--- src/rtl/cnn_pkg.sv ---
// Shared constants and types for the LeNet feature pipeline.
// Geometry constants describe the pooled layer-1 output feeding conv2.
package cnn_pkg;

    localparam int DEFAULT_DATA_WIDTH = 16;

    typedef logic signed [DEFAULT_DATA_WIDTH-1:0] feature_t;

    localparam int POOL_COLS     = 14;
    localparam int POOL_ROWS     = 14;
    localparam int POOL_CHANNELS = 6;
    localparam int CONV2_KERNEL  = 5;

    // Number of unpadded KxK window positions inside one rows x cols frame.
    function automatic int windowsPerFrame(input int rows, input int cols, input int k);
        return (rows - k + 1) * (cols - k + 1);
    endfunction

endpackage

--- src/rtl/conv_window_gen_line_buffer.sv ---
// One image row of storage, addressed by column.
// The read port is combinational so the value stored at a column can be
// forwarded onward in the same cycle that a new value overwrites it.
module line_buffer
    import cnn_pkg::*;
#(
    parameter int DATA_WIDTH = DEFAULT_DATA_WIDTH,
    parameter int DEPTH      = POOL_COLS,
    parameter int ADDR_W     = $clog2(DEPTH)
) (
    input  logic                  i_clk,
    input  logic                  i_we,
    input  logic [ADDR_W-1:0]     i_addr,
    input  logic [DATA_WIDTH-1:0] i_wdata,
    output logic [DATA_WIDTH-1:0] o_rdata
);

    logic [DATA_WIDTH-1:0] mem_q [DEPTH];

    assign o_rdata = mem_q[i_addr];

    // Storage write; contents are deliberately left uninitialised at reset.
    always_ff @(posedge i_clk) begin
        if (i_we) begin
            mem_q[i_addr] <= i_wdata;
        end
    end

endmodule

--- src/rtl/conv_window_gen.sv ---
// Sliding KxK window generator between max-pool and conv2.
// Optional feature: define CONV_WINDOW_GEN_CHANNEL_TAG_EN to add the
// o_channel output, which tags each window with its source channel.
module conv_window_gen
    import cnn_pkg::*;
#(
    parameter int DATA_WIDTH   = DEFAULT_DATA_WIDTH,
    parameter int NUM_CHANNELS = POOL_CHANNELS,
    parameter int IMG_COLS     = POOL_COLS,
    parameter int IMG_ROWS     = POOL_ROWS,
    parameter int KERNEL       = CONV2_KERNEL,
    parameter int CH_W         = (NUM_CHANNELS > 1) ? $clog2(NUM_CHANNELS) : 1
) (
    input  logic                                i_clk,
    input  logic                                i_rst,
    input  logic                                i_nd,
    input  logic signed [DATA_WIDTH-1:0]        i_features,
    output logic [KERNEL*KERNEL*DATA_WIDTH-1:0] o_window,
    output logic                                o_nd,
    output logic                                o_done
`ifdef CONV_WINDOW_GEN_CHANNEL_TAG_EN
    ,
    output logic [CH_W-1:0]                     o_channel
`endif
);

    localparam int COL_W = $clog2(IMG_COLS);
    localparam int ROW_W = $clog2(IMG_ROWS);
    localparam int WIN_W = KERNEL * KERNEL * DATA_WIDTH;

    localparam logic [COL_W-1:0] COL_LAST  = COL_W'(IMG_COLS - 1);
    localparam logic [ROW_W-1:0] ROW_LAST  = ROW_W'(IMG_ROWS - 1);
    localparam logic [CH_W-1:0]  CH_LAST   = CH_W'(NUM_CHANNELS - 1);
    localparam logic [COL_W-1:0] COL_WIN_0 = COL_W'(KERNEL - 1);
    localparam logic [ROW_W-1:0] ROW_WIN_0 = ROW_W'(KERNEL - 1);

    logic [COL_W-1:0] colCnt_q, colCnt_d;
    logic [ROW_W-1:0] rowCnt_q, rowCnt_d;
    logic [CH_W-1:0]  chCnt_q,  chCnt_d;

    logic                  lbWe;
    logic [DATA_WIDTH-1:0] lbWdata [KERNEL-1];
    logic [DATA_WIDTH-1:0] lbRdata [KERNEL-1];

    logic [DATA_WIDTH-1:0] win_q [KERNEL][KERNEL];
    logic [DATA_WIDTH-1:0] win_d [KERNEL][KERNEL];
    logic [WIN_W-1:0]      flat_d;

    logic             winValid;
    logic             lastWin;
    logic [WIN_W-1:0] windowOut_q;
    logic             ndOut_q;
    logic             doneOut_q;

    // Raster position of the sample being accepted: column, then row, then channel.
    always_comb begin
        colCnt_d = colCnt_q;
        rowCnt_d = rowCnt_q;
        chCnt_d  = chCnt_q;
        if (i_nd) begin
            if (colCnt_q == COL_LAST) begin
                colCnt_d = '0;
                if (rowCnt_q == ROW_LAST) begin
                    rowCnt_d = '0;
                    chCnt_d  = (chCnt_q == CH_LAST) ? '0 : chCnt_q + 1'b1;
                end else begin
                    rowCnt_d = rowCnt_q + 1'b1;
                end
            end else begin
                colCnt_d = colCnt_q + 1'b1;
            end
        end
    end

    // A window is complete only once K rows and K columns of this frame exist,
    // which also keeps stale rows from earlier frames out of every window.
    assign winValid = i_nd && (rowCnt_q >= ROW_WIN_0) && (colCnt_q >= COL_WIN_0);
    assign lastWin  = winValid && (colCnt_q == COL_LAST) && (rowCnt_q == ROW_LAST)
                      && (chCnt_q == CH_LAST);
    assign lbWe     = i_nd && !i_rst;

    // Chain of row buffers: index 0 holds the oldest row, the last index the newest.
    for (genvar k = 0; k < KERNEL - 1; k++) begin : gLine
        if (k == KERNEL - 2) begin : gNewest
            assign lbWdata[k] = i_features;
        end else begin : gOlder
            assign lbWdata[k] = lbRdata[k+1];
        end

        line_buffer #(
            .DATA_WIDTH (DATA_WIDTH),
            .DEPTH      (IMG_COLS),
            .ADDR_W     (COL_W)
        ) uLine (
            .i_clk   (i_clk),
            .i_we    (lbWe),
            .i_addr  (colCnt_q),
            .i_wdata (lbWdata[k]),
            .o_rdata (lbRdata[k])
        );
    end

    // Next window: shift every row left and append the current column on the right.
    always_comb begin
        win_d  = win_q;
        flat_d = '0;
        if (i_nd) begin
            for (int r = 0; r < KERNEL; r++) begin
                for (int c = 0; c < KERNEL - 1; c++) begin
                    win_d[r][c] = win_q[r][c+1];
                end
            end
            for (int r = 0; r < KERNEL - 1; r++) begin
                win_d[r][KERNEL-1] = lbRdata[r];
            end
            win_d[KERNEL-1][KERNEL-1] = i_features;
        end
        for (int r = 0; r < KERNEL; r++) begin
            for (int c = 0; c < KERNEL; c++) begin
                flat_d[(r*KERNEL+c)*DATA_WIDTH +: DATA_WIDTH] = win_d[r][c];
            end
        end
    end

    // State update; the output window only loads on a valid strobe so it holds between strobes.
    always_ff @(posedge i_clk) begin
        if (i_rst) begin
            colCnt_q    <= '0;
            rowCnt_q    <= '0;
            chCnt_q     <= '0;
            ndOut_q     <= 1'b0;
            doneOut_q   <= 1'b0;
            windowOut_q <= '0;
            for (int r = 0; r < KERNEL; r++) begin
                for (int c = 0; c < KERNEL; c++) begin
                    win_q[r][c] <= '0;
                end
            end
        end else begin
            colCnt_q  <= colCnt_d;
            rowCnt_q  <= rowCnt_d;
            chCnt_q   <= chCnt_d;
            ndOut_q   <= winValid;
            doneOut_q <= lastWin;
            if (i_nd) begin
                win_q <= win_d;
            end
            if (winValid) begin
                windowOut_q <= flat_d;
            end
        end
    end

    assign o_window = windowOut_q;
    assign o_nd     = ndOut_q;
    assign o_done   = doneOut_q;

`ifdef CONV_WINDOW_GEN_CHANNEL_TAG_EN
    logic [CH_W-1:0] channelOut_q;

    // Channel tag captured alongside the window it describes.
    always_ff @(posedge i_clk) begin
        if (i_rst) begin
            channelOut_q <= '0;
        end else if (winValid) begin
            channelOut_q <= chCnt_q;
        end
    end

    assign o_channel = channelOut_q;
`endif

endmodule
--- config.mk ---
export PLATFORM = sky130hd
export DESIGN_NAME = conv_window_gen
export DESIGN_NICKNAME = d
export VERILOG_FILES = /design/src/rtl/cnn_pkg.sv /design/src/rtl/conv_window_gen_line_buffer.sv /design/src/rtl/conv_window_gen.sv
export SDC_FILE = /design/constraint.sdc
export NUM_CORES = 2
export LEC_CHECK = 0
export BUFFER_PORTS_ARGS = -buffer_cell sky130_fd_sc_hd__buf_2
export CAP_MARGIN = 30
export CELL_PAD_IN_SITES_DETAIL_PLACEMENT = 1
export CELL_PAD_IN_SITES_GLOBAL_PLACEMENT = 1
export CORE_MARGIN = 4
export CORE_UTILIZATION = 39
export CTS_BUF_LIST = sky130_fd_sc_hd__clkbuf_2 sky130_fd_sc_hd__clkbuf_4 sky130_fd_sc_hd__clkbuf_8
export DETAILED_ROUTE_END_ITERATION = 10
export GPL_ROUTABILITY_DRIVEN = 0
export PLACE_DENSITY_LB_ADDON = 0.1
export SLEW_MARGIN = 10
export SYNTH_ARGS = -nofsm -noshare
export SYNTH_HDL_FRONTEND = slang
export SYNTH_HIERARCHICAL = 1
export SYNTH_SLANG_ARGS = --single-unit
--- constraint.sdc ---
create_clock -name i_clk -period 7.1 [get_ports i_clk]
set_input_delay 0.355 -clock i_clk [delete_from_list [all_inputs] [get_ports i_clk]]
set_output_delay 0.355 -clock i_clk [all_outputs]
set_load 0.02 [all_outputs]
==> flow_summary.yaml <==
status:
  status: "finished, final reports clean"
run:
  cap_violations: 0
setup_path:
  rrSetupSlack_ps: 3610
  cp.arrival_ps: 4240
  path_max_fanout: 54
  reg2reg_to: "o_window[319]$_SDFFE_PP0P_"
  startpoint_type: "register"
  cp-end-kind: "register"
  r2r_cells: 7
  r2r-start: "colCnt_q[0]$_SDFFE_PP0P_"
  critPathRequiredTime_ps: 7850
  path_class: "reg -> reg"
routing:
  wl_per_cell_um: 24.7
  vias: 37000
  drc: 0
  dr.pass1.iters: 5
  totalWireLength_um: 177000
  ant_nets: 0
  drt_iter0_markers: 2574
  viasPerCell: 5.16
finish:
  syn2layout_area_growth_pct: 16.9
  fillers: 16100
  layout.nets: 4804
  drive_gt1_frac: 0.243
  fin_util: 0.458
floorplan:
  die_w_um: 410
  core_area_um2: 161000
  num_io_pins: 421
  die_h_um: 410
  start_util: 0.392
  row_count: 147
  dieArea_um2: 168000
synth:
  synth-xor-area-share: 0.000139
  synth-adder-area-share: 0
  ys_types: 38
  synth_cells: 4217
  syn_avg_cell_area_um2: 14.9
  yosys_warnings: 6
  synth_top_family_by_area: "multiplexers"
  postSynthRegisterBits: 1709
  synthesis.nets: 4236
  synth.area.mux_share: 0.163
  synth_compound_area_frac: 0.0604
  syn_area_um2: 63000
  synth_top_cell_area_share: 0.427
  ys_seq_area_frac: 0.686
  synth_area_leaders: "edfxtp_1, dfxtp_1, mux2i_1"
  synth_top_cell_by_area: "edfxtp_1"
  synth_simple_gate_area_frac: 0.0582
worst_hold_path:
  hold_path.startpoint: "i_features[1]"
  hold_depth: 2
  worstHoldEndpoint: "gLine[3].uLine/mem_q[10][1]$_DFFE_PP_"
  min_path_type: "in -> reg"
cts:
  root_buffer: "clkbuf_8"
  cts_made_buffers: 307
  clkSlewWorstSetupHoldPaths_ps: 60
  htree_num_levels: 5
  clockBufferDepth: 4
  clk_latency_ps: 980
  cts_tree: "yes"
  cts_num_sinks: 1709
sta:
  finalCritPeriodShare: 0.491
  min_period_ps: 3490
  finalHoldViolCount: 0
  slew_violations: 0
  worstMarginPinSlew_ps: 1100
  setup-tns-final_ps: 0
  max_freq_ghz: 0.287
  finClkSkew_ps: 80.3
  rsz0062_at_grt: "no"
  maxSlewHeadroom: 0.269
  setup_viol: 0
global_route:
  globalRouteTotalUtil: 0.207
  overflow: 0
  antenna_found_initial: 13
  grt_pass1_vias: 38100
  grt_pass1_wl_um: 259000
  grt_max_degree: 205
place:
  dp_hpwl_um: 115000
  numPortBuffers: 420
power:
  p_leak_nw: 26.8
  power_frac_clock: 0.434
  swShare: 0.227
  ir_worst_vdd_v: 0.000187
  p_seq_frac: 0.510
  p_int_mw: 16.2
  combPwrFrac: 0.056
  pwr_density_cell_nw_per_um2: 285
  switchingPower_mw: 4.76
worst max-delay path: stages, from the launching register on:
cell,delay [ps]
dfxtp_4,780
buf_4,830
mux4_1,650
o22ai_1,230
a21oi_1,150
buf_2,250
mux2i_1,200
a211oi_1,100
worst max path at each step:
stage          depth (start not counted)                                   end                      from  slack (ps)
3_3_place_gp                           6  gLine[0].uLine/mem_q[3][8]$_DFFE_PP_                      i_nd        3290
4_1_cts                                6            o_window[319]$_SDFFE_PP0P_  colCnt_q[0]$_SDFFE_PP0P_        3340
3_5_place_dp                           6  gLine[0].uLine/mem_q[3][8]$_DFFE_PP_                      i_nd        3280
2_1_floorplan                          6  gLine[0].uLine/mem_q[0][0]$_DFFE_PP_                      i_nd        3560
5_1_grt                                7            o_window[319]$_SDFFE_PP0P_  colCnt_q[0]$_SDFFE_PP0P_        3350
6_report                               7            o_window[319]$_SDFFE_PP0P_  colCnt_q[0]$_SDFFE_PP0P_        3610
kinds of logic (layout without fill, tap and decap cells):
kind of cell              Yosys count  after routing
buffers and inverters             316           1099
muxes                             723            723
and+or+nand+nor                   927            927
DFF                              1709           1709
xor gates and xnor gates            1              1
other                               0              7
AOI/OAI and AO/OA                 541            541
metrics by stage:
step	setup WS [ps]	instance area, um2	total power [mW]	hold WS [ps]	instances
after floorplan	3560	63000	11.6	454	4217
after global placement	3290	66900	12.1	472	6580
after detailed placement	3280	67200	12.1	481	6606
after CTS	3340	73500	21.3	241	7148
after global routing	3350	73600	21.9	282	7165
final	3610	73600	21.0	355	7167
cell type report:
type,count,area [um2],share of cell area
diodes,7,17.5,0.000238
clock buffers,459,5700,0.0774
clock inverters,65,372,0.00505
inverters,1,3.75,0.0000510
multi-input cells,2192,18000,0.245
flip-flops and latches,1709,43200,0.587
well taps,2160,2700,0.0367
repair buffers,574,3600,0.0489
placed cells by master, fill, tap and decap left out, types with 67 or more instances in the layout:
cell type,count
edfxtp_1,896
buf_2,419
dfxtp_1,809
clkbuf_4,99
a211oi_1,401
nor2_1,813
mux2i_1,465
mux4_1,152
buf_4,106
clkbuf_8,360
a21oi_1,67
metal layers:
metal,track usage,part of all wire,vias up
li1,-,-,17100
met4,0.0550,0.021,0
met1,0.275,0.44,18800
met5,0,0,-
met3,0.0358,0.046,284
met2,0.350,0.49,852
power by group through the flow:
stage                     logic (mW)  registers [mW]  clock network [mW]
after CTS                       1.19            10.7                9.42
final                           1.18            10.7                9.12
after global routing            1.27            10.7                9.90
after global placement          1.13            10.9                   0
after detailed placement        1.17            10.9                   0
after floorplan                0.768            10.9                   0
flip-flops by register name, summed over array words and instances (netlist names):
name	cells
rowCnt_q	4
win_q	400
o_done	1
gLine.uLine/mem_q	896
o_window	400
o_nd	1
chCnt_q	3
colCnt_q	4
what timing repair did:
item | CTS | global route
hold endpoints to repair | 361 | 0
setup buffers | 0 | 0
resized for setup | 0 | 0
hold buffers | 18 | 0
cells in the mapped netlist:
cell type  instances
or3b_2             6
mux2i_1          465
dfxtp_1          813
or2_2              4
nand4_1            2
clkbuf_1          94
nor4_1             2
or3_1              1
nand3b_2           1
buf_2             89
o31ai_1            1
inv_1              1
a21oi_1           68
a41oi_1            1
mux4_2            40
buf_1             15
mux2_2            66
a211oi_1         401
nor2_1           846
o221a_2            1
clkbuf_2           2
nor2b_1            5
o21ai_0            3
nand3_1            5
nand3b_1           8
buf_6             75
o22ai_1           64
mux4_1           152
nand2b_1          13
buf_4             40
edfxtp_1         896
nor3_1            21
nand4b_1           1
and3b_1            1
xnor2_1            1
and3_1             2
a31oi_1            2
nand2_1            9
(Power assumes the default switching activity.)
